`src/rtl/pc_seq_unit.sv`:
```
// Program counter with sequential/branch/jump/call/return selection and a circular return-address stack.
// One-cycle update latency: controls sampled at an edge appear on pc after that edge; stall holds all state.
module pc_seq_unit #(
  parameter int unsigned      WIDTH     = 32,
  parameter logic [WIDTH-1:0] RESET_PC  = '0,
  parameter int unsigned      INC       = 1,
  parameter int unsigned      RAS_DEPTH = 4
) (
  input  logic                             clk,
  input  logic                             reset,
  input  logic                             stall,
  input  logic                             br_taken,
  input  logic [WIDTH-1:0]                 br_offset,
  input  logic                             jmp,
  input  logic                             call,
  input  logic [WIDTH-1:0]                 jmp_target,
  input  logic                             ret,
  output logic [WIDTH-1:0]                 pc,
  output logic [WIDTH-1:0]                 pc_plus,
  output logic [$clog2(RAS_DEPTH+1)-1:0]   ras_count,
  output logic                             ret_fault
);

  localparam int unsigned      CW    = $clog2(RAS_DEPTH + 1);
  localparam int unsigned      PW    = $clog2(RAS_DEPTH);
  localparam logic [WIDTH-1:0] INC_W = WIDTH'(INC);
  localparam logic [CW-1:0]    FULL  = CW'(RAS_DEPTH);

  typedef enum logic [2:0] {
    SEL_SEQ,
    SEL_BR,
    SEL_JMP,
    SEL_CALL,
    SEL_RET,
    SEL_FAULT,
    SEL_HOLD
  } sel_e;

  logic [WIDTH-1:0] pc_q, pc_d;
  logic [PW-1:0]    sp_q, sp_d;
  logic [CW-1:0]    cnt_q, cnt_d;
  logic             fault_q, fault_d;
  logic [WIDTH-1:0] ras_q [RAS_DEPTH];

  logic [PW-1:0]    sp_dec;
  logic [WIDTH-1:0] ras_top;
  logic             ras_empty;
  logic             ras_full;
  logic             push;
  sel_e             sel;

  assign pc_plus   = pc_q + INC_W;
  assign sp_dec    = sp_q - PW'(1);
  assign ras_top   = ras_q[sp_dec];
  assign ras_empty = (cnt_q == '0);
  assign ras_full  = (cnt_q == FULL);

  // Fixed priority; a ret against an empty stack degrades to a sequential step plus fault.
  always_comb begin
    sel = SEL_SEQ;
    if (stall)         sel = SEL_HOLD;
    else if (ret)      sel = ras_empty ? SEL_FAULT : SEL_RET;
    else if (call)     sel = SEL_CALL;
    else if (jmp)      sel = SEL_JMP;
    else if (br_taken) sel = SEL_BR;
  end

  always_comb begin
    pc_d    = pc_plus;
    sp_d    = sp_q;
    cnt_d   = cnt_q;
    fault_d = 1'b0;
    push    = 1'b0;
    unique case (sel)
      SEL_HOLD: begin
        pc_d = pc_q;
      end
      SEL_RET: begin
        pc_d  = ras_top;
        sp_d  = sp_dec;
        cnt_d = cnt_q - CW'(1);
      end
      SEL_FAULT: begin
        fault_d = 1'b1;
      end
      SEL_CALL: begin
        // When full the write slot is the oldest entry, so the stack wraps without moving data.
        pc_d = jmp_target;
        push = 1'b1;
        sp_d = sp_q + PW'(1);
        if (!ras_full) cnt_d = cnt_q + CW'(1);
      end
      SEL_JMP: begin
        pc_d = jmp_target;
      end
      SEL_BR: begin
        pc_d = pc_q + br_offset;
      end
      default: begin
        pc_d = pc_plus;
      end
    endcase
  end

  always_ff @(posedge clk) begin
    if (reset) begin
      pc_q    <= RESET_PC;
      sp_q    <= '0;
      cnt_q   <= '0;
      fault_q <= 1'b0;
    end else begin
      pc_q    <= pc_d;
      sp_q    <= sp_d;
      cnt_q   <= cnt_d;
      fault_q <= fault_d;
    end
  end

  // Stack storage carries no reset; entries are only read once written.
  always_ff @(posedge clk) begin
    if (push && !reset) ras_q[sp_q] <= pc_plus;
  end

  assign pc        = pc_q;
  assign ras_count = cnt_q;
  assign ret_fault = fault_q;

endmodule
```
`config.mk`:
```
export PLATFORM = sky130hd
export DESIGN_NAME = pc_seq_unit
export DESIGN_NICKNAME = d
export VERILOG_FILES = /design/src/rtl/pc_seq_unit.sv
export SDC_FILE = /design/constraint.sdc
export NUM_CORES = 1
export LEC_CHECK = 0
export ABC_AREA = 1
export BUFFER_PORTS_ARGS = -buffer_cell sky130_fd_sc_hd__buf_2
export CORE_UTILIZATION = 40
export DETAILED_ROUTE_END_ITERATION = 6
export HOLD_SLACK_MARGIN = 0.02
export SETUP_SLACK_MARGIN = 0.02
export SLEW_MARGIN = 20
export SYNTH_ARGS = -nofsm -noshare
export SYNTH_HDL_FRONTEND = slang
export SYNTH_SLANG_ARGS = --single-unit
```
`constraint.sdc`:
```
create_clock -name clk -period 3.5 [get_ports clk]
set_clock_uncertainty 0.05 [all_clocks]
set_input_delay 0.7 -clock clk [delete_from_list [all_inputs] [get_ports clk]]
set_output_delay 0.7 -clock clk [all_outputs]
set_load 0.03 [all_outputs]
```
-- After elaboration in Yosys (flattened, before gate mapping)
Memory sizes are Yosys's and may differ from the RTL's.
Index checks and enable logic that the tools add are counted.
- memories kept: 1
- logic and storage cells: 39
- output and inout bits: 68
- bits in registers: 38
- bits of input ports: 71
- RAM bits: 128
- reduce and logical (&&, ||, !) cells: 6
- add/subtract/negate cells: 6
- muxes and demuxes: 14
- equality and inequality tests: 8
- memories (name ; words ; width ; rd ports ; clocked after memory_dff ; write ports ; line ; RTL):
    ras_q ; 4 ; 32 ; 1 ; 0 ; 1 ; 43 ; logic [WIDTH-1:0] ras_q [RAS_DEPTH];
- operator list (cell ; number):
    32-bit case mux with 4 select lines ; 1
    32-bit by 1-bit adder with 32-bit output (second input constant) ; 1
    32-bit adder ; 1
    3-bit equality test (second input constant) ; 4
    3-bit two-way mux ; 3
    3-bit by 2-bit equality test with 1-bit output (second input constant) ; 2
    1-bit two-way mux ; 6
    3-bit case mux with 2 select lines ; 1
    2-bit two-way mux ; 2
    2-bit case mux with 2 select lines ; 1
    3-bit by 1-bit adder with 3-bit output (second input constant) ; 1
    3-bit by 1-bit equality test with 1-bit output (second input constant) ; 1
    3-bit logical NOT ; 1
    3-bit by 1-bit subtractor with 3-bit output (second input constant) ; 1
    2-bit by 1-bit adder with 2-bit output (second input constant) ; 1
    2-bit inequality test (second input constant) ; 1
    2-bit AND reduction ; 1
    2-bit nonzero test ; 1
    2-bit OR reduction ; 1
    2-bit by 1-bit subtractor with 2-bit output (second input constant) ; 1
    1-bit logical AND ; 1
    1-bit logical NOT ; 1

-- Longest topological paths before layout
Gate-level depths: netlist of run 1.
- word-level depth: 10
- gate-level depth with buffers: 15
- mapped depth without buffers: 15

-- Worst setup path before layout of run 1
Ideal clock, no wire load.
- kind: input -> register
- from: input stall
- to: memory ras_q[0][0], enable pin
- arrival: 2.820 ns
- buffers on the path: 0
- cell stages on the path: 7
- required time: 3.029 ns
- setup slack: 0.209 ns
- setup time: 0.421 ns
- path through: inv_2 > nand4_4 > nand2_2 > nand2_1 > inv_1 > nand2_1 > nor2_1
- cells in the longest elaborated chain, start to end: 6
- RTL lines (element ; line ; RTL):
    start: declaration ; 11 ; input logic stall,
    3-bit two-way mux ; 61 ; if (stall) sel = SEL_HOLD;
    3-bit by 2-bit equality test with 1-bit output ; 74 ; unique case (sel)
    1-bit two-way mux ; 74 ;
    1-bit logical AND ; 121 ; if (push && !reset) ras_q[sp_q] <= pc_plus;
    1-bit two-way mux ; 121 ;
    1-bit two-way mux (implied by the code) ; 121 ;
    end: declaration ; 43 ;
Every way passes these cells.

-- Worst setup path after layout of run 1
- from: register pc_q[4], in the netlist pc[4]
- to: output pc_plus[19]
- cells in the longest elaborated chain, start to end: 1
- RTL lines (element ; line ; RTL):
    start: declaration ; 39 ; logic [WIDTH-1:0] pc_q, pc_d;
    start signal: assignment ; 112 ; pc_q <= pc_d;
    32-bit by 1-bit adder with 32-bit output ; 52 ; assign pc_plus = pc_q + INC_W;
    end: declaration ; 19 ; output logic [WIDTH-1:0] pc_plus,
Every way passes these cells.

==> results of run 1 <==
-- cell families after synthesis --
family                     synth area share
xor gates and xnor gates            0.02193
buffers and inverters               0.08699
DFF                                  0.4434
AOI/OAI and AO/OA                    0.1213
adders and majority gates           0.04723
and+or+nand+nor                      0.2792
-- sequential cells by signal (all words and copies together) (netlist names) --
signal and flops:
ret_fault 1, sp_q 2, ras_q 128, ras_count 3, pc 32
-- per-layer routing --
| layer | global-route usage | wire (um) |
|---|---|---|
| met5 | 0 | 0 |
| met4 | 0.07434 | 548 |
| met3 | 0.03530 | 2280 |
| met2 | 0.4017 | 15310 |
| met1 | 0.3680 | 15370 |
-- power by group through the flow --
stage | sequential, mW | combinational [mW] | clock, mW
2_1_floorplan | 2.36 | 0.870 | 0
3_3_place_gp | 2.32 | 1.36 | 0
3_5_place_dp | 2.32 | 1.37 | 0
4_1_cts | 2.27 | 1.37 | 1.89
5_1_grt | 2.28 | 1.53 | 1.98
6_report | 2.28 | 1.38 | 1.87
-- synth_stat cells (all sizes together) --
master and instances:
xor2 23, dfxtp 38, a21oi 95, a41oi 4, nand2 391, fa 2, o21ai 101, nor2 158
buf 14, or2 9, nor3 17, a22o 1, o211ai 3, inv 188, nand3b 4, nand2b 1
o22ai 15, nand4 18, nor4 2, a22oi 5, and2 4, ha 36, a21o 2, edfxtp 128
clkbuf 29, a211oi 1, xnor2 3, a31oi 1, o21bai 2, nand3 73
-- stage by stage --
stage          worst slack (ns)  hold slack [ns]
2_1_floorplan            0.2090           0.5566
3_3_place_gp             0.5053           0.4350
3_5_place_dp             0.4988           0.4450
4_1_cts                 0.03001           0.4616
5_1_grt                 0.02132           0.4897
6_report                 0.1140           0.4570
-- worst paths after layout --
kind / end / slack [ns] / cells after the start
max reg2reg: pc[15] / 0.99 / 10
max: pc_plus[19] / 0.11 / 9
min reg2reg: ras_count[0] / 0.46 / 1
min: ras_count[0] / 0.46 / 1
-- layout make-up --
cell class | instances | area (um^2) | share of cell area
repair buffers | 162 | 920.9 | 0.07577
clock inverters | 15 | 161.4 | 0.01328
multi-input cells | 971 | 4917 | 0.4046
flip-flops and latches | 166 | 4611 | 0.3793
clock buffers | 17 | 425.4 | 0.03500
inverters | 188 | 705.7 | 0.05806
well taps | 330 | 412.9 | 0.03397
-- worst max-delay path, stage by stage (launching register included) --
cell	delay, ns
dfxtp_1	0.55
nand2_1	0.09
inv_1	0.11
nand4_2	0.23
nor2_4	0.23
nand2_1	0.12
nor2_2	0.19
xor2_1	0.30
inv_1	0.17
buf_2	0.21
-- cells in the final DEF, fill, tap and decap left out, types with 3 or more instances in the layout --
cell type | netlist | routed
nand3b_1 | 4 | 4
buf_2 | 11 | 138
a22oi_1 | 5 | 5
nor2_2 | 6 | 9
nand3_1 | 64 | 63
inv_8 | 0 | 5
clkinvlp_4 | 0 | 3
nand4_1 | 15 | 15
nor3_1 | 15 | 14
buf_4 | 0 | 20
edfxtp_1 | 128 | 128
and2_1 | 4 | 4
inv_6 | 0 | 3
a21oi_1 | 89 | 89
o21ai_0 | 101 | 101
o22ai_1 | 15 | 15
nor2_1 | 151 | 147
clkinv_4 | 0 | 3
or2_2 | 9 | 9
ha_1 | 36 | 36
buf_12 | 0 | 4
dfxtp_1 | 38 | 33
nand2_2 | 4 | 4
dfxtp_2 | 0 | 5
a21oi_2 | 6 | 6
xor2_1 | 23 | 21
inv_2 | 7 | 7
inv_1 | 181 | 181
o211ai_1 | 3 | 3
clkbuf_16 | 0 | 17
nand3_2 | 8 | 9
xnor2_1 | 3 | 3
a41oi_1 | 4 | 4
nand2_1 | 386 | 386
==> results.json, run 1 <==
{
  "start_util": 0.4100,
  "hpwl_um": 25120,
  "syn_inst": 1368,
  "grt_start_max_net_pins": 71,
  "grt_overflow": 0,
  "worst_pin_slew_ns": 0.7597,
  "critical_path_class": "reg2out",
  "p_int_mw": 3.631,
  "grt_pass1_wl_um": 50830,
  "h-tree-depth": 4,
  "cp-startpoint": "pc[4]",
  "synth_area_leader_cell": "edfxtp_1",
  "power_frac_seq": 0.412,
  "routedWlPerCell_um": 18.12,
  "grt_pass1_vias": 8906,
  "syn_area_um2": 10380,
  "ys_seq_area_frac": 0.4434,
  "min_from": "ras_count[0]",
  "drt_iter0_drc": 770,
  "cp-start-kind": "flip-flop",
  "hold_path_class": "reg2reg",
  "areaGrowthSynthToFinish_pct": 17.04,
  "boundaryPins": 139,
  "cp_max_fo": 6,
  "core_um2": 25330,
  "worst_skew_pair.late_latency_ns": 0.43,
  "fp.dieW_um": 163.1,
  "antenna_found_initial": 0,
  "gp_congestion": 0.9354,
  "fin_tns_setup_ns": 0,
  "clk_path_buf_depth": 2,
  "vias": 9658,
  "final_cells": 1849,
  "cts-root-buf": "clkbuf_16",
  "power.density_nw_per_um2": 454.7,
  "synth.avg_cell_area_um2": 7.591,
  "first_pass_iters": 5,
  "r2r-start": "sp_q[1]",
  "placed_area_um2": 11530,
  "placed_cells": 1817,
  "status": "complete, no violations",
  "wl_um": 33510,
  "fp-row-count": 58,
  "postLayoutCoreUtil": 0.4799,
  "maxCapViolations": 0,
  "ys_ff_latch": 166,
  "grtUsageTotal": 0.2567,
  "fin_area_um2": 12150,
  "cts_sinks": 166,
  "synth.area.top_cells": "edfxtp_1, nand2_1, dfxtp_1",
  "die_area_um2": 26610,
  "io_buffer_count": 138,
  "crit_arrival_ns": 2.64,
  "cts_resized": 1,
  "power.switching_mw": 1.895,
  "setup_violations": 0,
  "drive_gt1_frac": 0.1685,
  "cts_buffers": 17,
  "clkPwrFrac": 0.338,
  "cp.required_ns": 2.75,
  "num_antenna_cells": 0,
  "slew_violations": 0,
  "hold_violations": 0,
  "cts_setup_buffers": 0,
  "hold_buffers": 0,
  "drc": 0,
  "cts_tree": "built",
  "timing.slew.headroom": 0.4930,
  "nNetsFinal": 1615,
  "fmax_mhz": 295.3,
  "yosys.area.top_type_share": 0.3701,
  "switching_share": 0.3429,
  "final_antenna_net_count": 0,
  "vdd_drop_max_mv": 0.3395,
  "power_frac_comb": 0.250,
  "synth.net_count": 1477,
  "die_height_um": 163.1,
  "yosysUniqueCellTypes": 43,
  "p_leak_nw": 5.649,
  "end_kind": "primary output",
  "grt_setup_unrepaired": "false",
  "vias_per_cell": 5.223,
  "yosys_warnings": 0,
  "p_total_mw": 5.526,
  "fin_crit_sh": 0.9674,
  "path_clk_slew_ns": 0.07,
  "nFillCells": 2566,
  "period_needed_ns": 3.386
}
Note: power is estimated with default switching activity, not from simulation.
==> inputs of run 2 (changes only) <==
CORE_MARGIN = 2   (was not set)
MAX_ROUTING_LAYER = met4   (was not set)
==> run 2 against run 1 <==
  * Clock-buffer cell count rose by 1
  * Clock power fell by 6%
  * Largest cell class unchanged
  * Highest routed layer unchanged
  * Power fell by 1.9%
  * Routed wire length rose by 1.4%
  * Final cell count rose by 0.32%
  * Sequential power barely moved
  * Core utilization fell by 0.18 points
  * Sequential share of layout area rose by 0.10 points
==> results.json, run 2 (same netlist as run 1, synthesis figures left out) <==
{
  "clk_path_buf_depth": 2,
  "num_antenna_cells": 0,
  "hold_ws_ns": 0.4524,
  "dpl_worst_slack_ns": 0.5466,
  "grt_setup_unrepaired": "true",
  "core_um2": 25330,
  "areaGrowthSynthToFinish_pct": 16.59,
  "cts_setup_buffers": 0,
  "r2r_cells": 10,
  "final_antenna_net_count": 0,
  "cp-start-kind": "flip-flop",
  "maxCapViolations": 0,
  "p_total_mw": 5.422,
  "layout_common_cells": "nand2_1, inv_1, nor2_1",
  "fin_tns_setup_ns": 0,
  "slew_violations": 0,
  "worst_skew_pair.late_latency_ns": 0.43,
  "fin_crit_sh": 0.9561,
  "hold_buffers": 0,
  "cp_max_fo": 6,
  "slowest_delay_ns": 0.51,
  "placed_cells": 1823,
  "hpwl_um": 25630,
  "min_path_cells": 1,
  "grt_overflow": 0,
  "hold_violations": 0,
  "drive_gt1_frac": 0.1679,
  "placed_area_um2": 11540,
  "hold_path_class": "reg2reg",
  "power_frac_comb": 0.256,
  "cts_sinks": 166,
  "path_clk_slew_ns": 0.07,
  "power.density_nw_per_um2": 447.8,
  "period_needed_ns": 3.346,
  "gp_congestion": 0.9685,
  "fp-row-count": 58,
  "cts_resized": 0,
  "timing.slew.headroom": 0.5109,
  "status": "complete, no violations",
  "die_area_um2": 27270,
  "fin_area_um2": 12110,
  "cp_slowest_cell": "nor3_1",
  "antenna_found_initial": 0,
  "layout_commonest_cell": "nand2_1",
  "vias_per_cell": 5.209,
  "p_leak_nw": 5.657,
  "vdd_drop_max_mv": 0.3564,
  "die_height_um": 165.1,
  "vias": 9663,
  "cts_tree": "built",
  "cts-root-buf": "clkbuf_16",
  "setup_violations": 0,
  "grt_pass1_vias": 8962,
  "setup_slack_ns": 0.1536,
  "wl_um": 33960,
  "nNetsFinal": 1621,
  "start_util": 0.4100,
  "routedWlPerCell_um": 18.31,
  "cts_buffers": 17,
  "fp.dieW_um": 165.1,
  "top_register": "ras_q",
  "switching_share": 0.3462,
  "io_buffer_count": 138,
  "crit_arrival_ns": 2.60,
  "grtUsageTotal": 0.2629,
  "final_cells": 1855,
  "power.switching_mw": 1.877,
  "crit_top_cell": "nand2_1",
  "power_frac_seq": 0.420,
  "boundaryPins": 139,
  "drc": 0,
  "crit_chain": "inv_1 > nor2_2 > nand4_2 > nor3_1 > nand2_1 > nand2_1 > buf_2",
  "drt_iter0_drc": 827,
  "critical_path_class": "reg2out",
  "grt_pass1_wl_um": 51590,
  "postLayoutCoreUtil": 0.4781,
  "cp.required_ns": 2.75,
  "h-tree-depth": 4,
  "first_pass_iters": 6,
  "worst_pin_slew_ns": 0.7336,
  "largest_reg_flops": 128,
  "grt_start_max_net_pins": 71,
  "p_int_mw": 3.545,
  "end_kind": "primary output",
  "fmax_mhz": 298.8,
  "clkPwrFrac": 0.325
}
-- run 2: area by class of cell --
class                   instances  area, um^2
clock buffers                  18       429.2
clock inverters                14       113.9
fillers                      2516       13220
inverters                     188       705.7
multi-input cells             971        4912
flip-flops and latches        166        4606
well taps                     330       412.9
repair buffers                168       928.4
-- run 2: worst paths after layout --
kind | slack (ns) | endpoint | from
min | 0.45 | ras_count[0] | ras_count[0]
min reg2reg | 0.45 | ras_count[0] | ras_count[0]
max reg2reg | 1.08 | pc[3] | sp_q[1]
max | 0.15 | pc_plus[23] | pc[1]
-- run 2: worst max-delay path, delay by kind of cell, from the launching register on --
kind                   cells  cell delay (ns)
AND/OR/NAND/NOR            5             1.31
flip-flops                 1             0.47
buffers and inverters      2             0.38
-- run 2: power by group through the flow --
stage,Combinational (mW),Clock [mW],Sequential (mW)
floorplan,0.870,0,2.36
global placement,1.37,0,2.31
detailed placement,1.38,0,2.31
CTS,1.38,1.78,2.27
global route,1.54,1.87,2.28
finish,1.39,1.76,2.28
-- run 2: routing by layer --
metal | track usage | vias up | part of all wire
met3 | 0.03546 | 41 | 0.066
met1 | 0.3634 | 4469 | 0.45
li1 | - | 4782 | -
met4 | 0.06364 | 0 | 0.018
met5 | - | - | 0
met2 | 0.4116 | 371 | 0.46
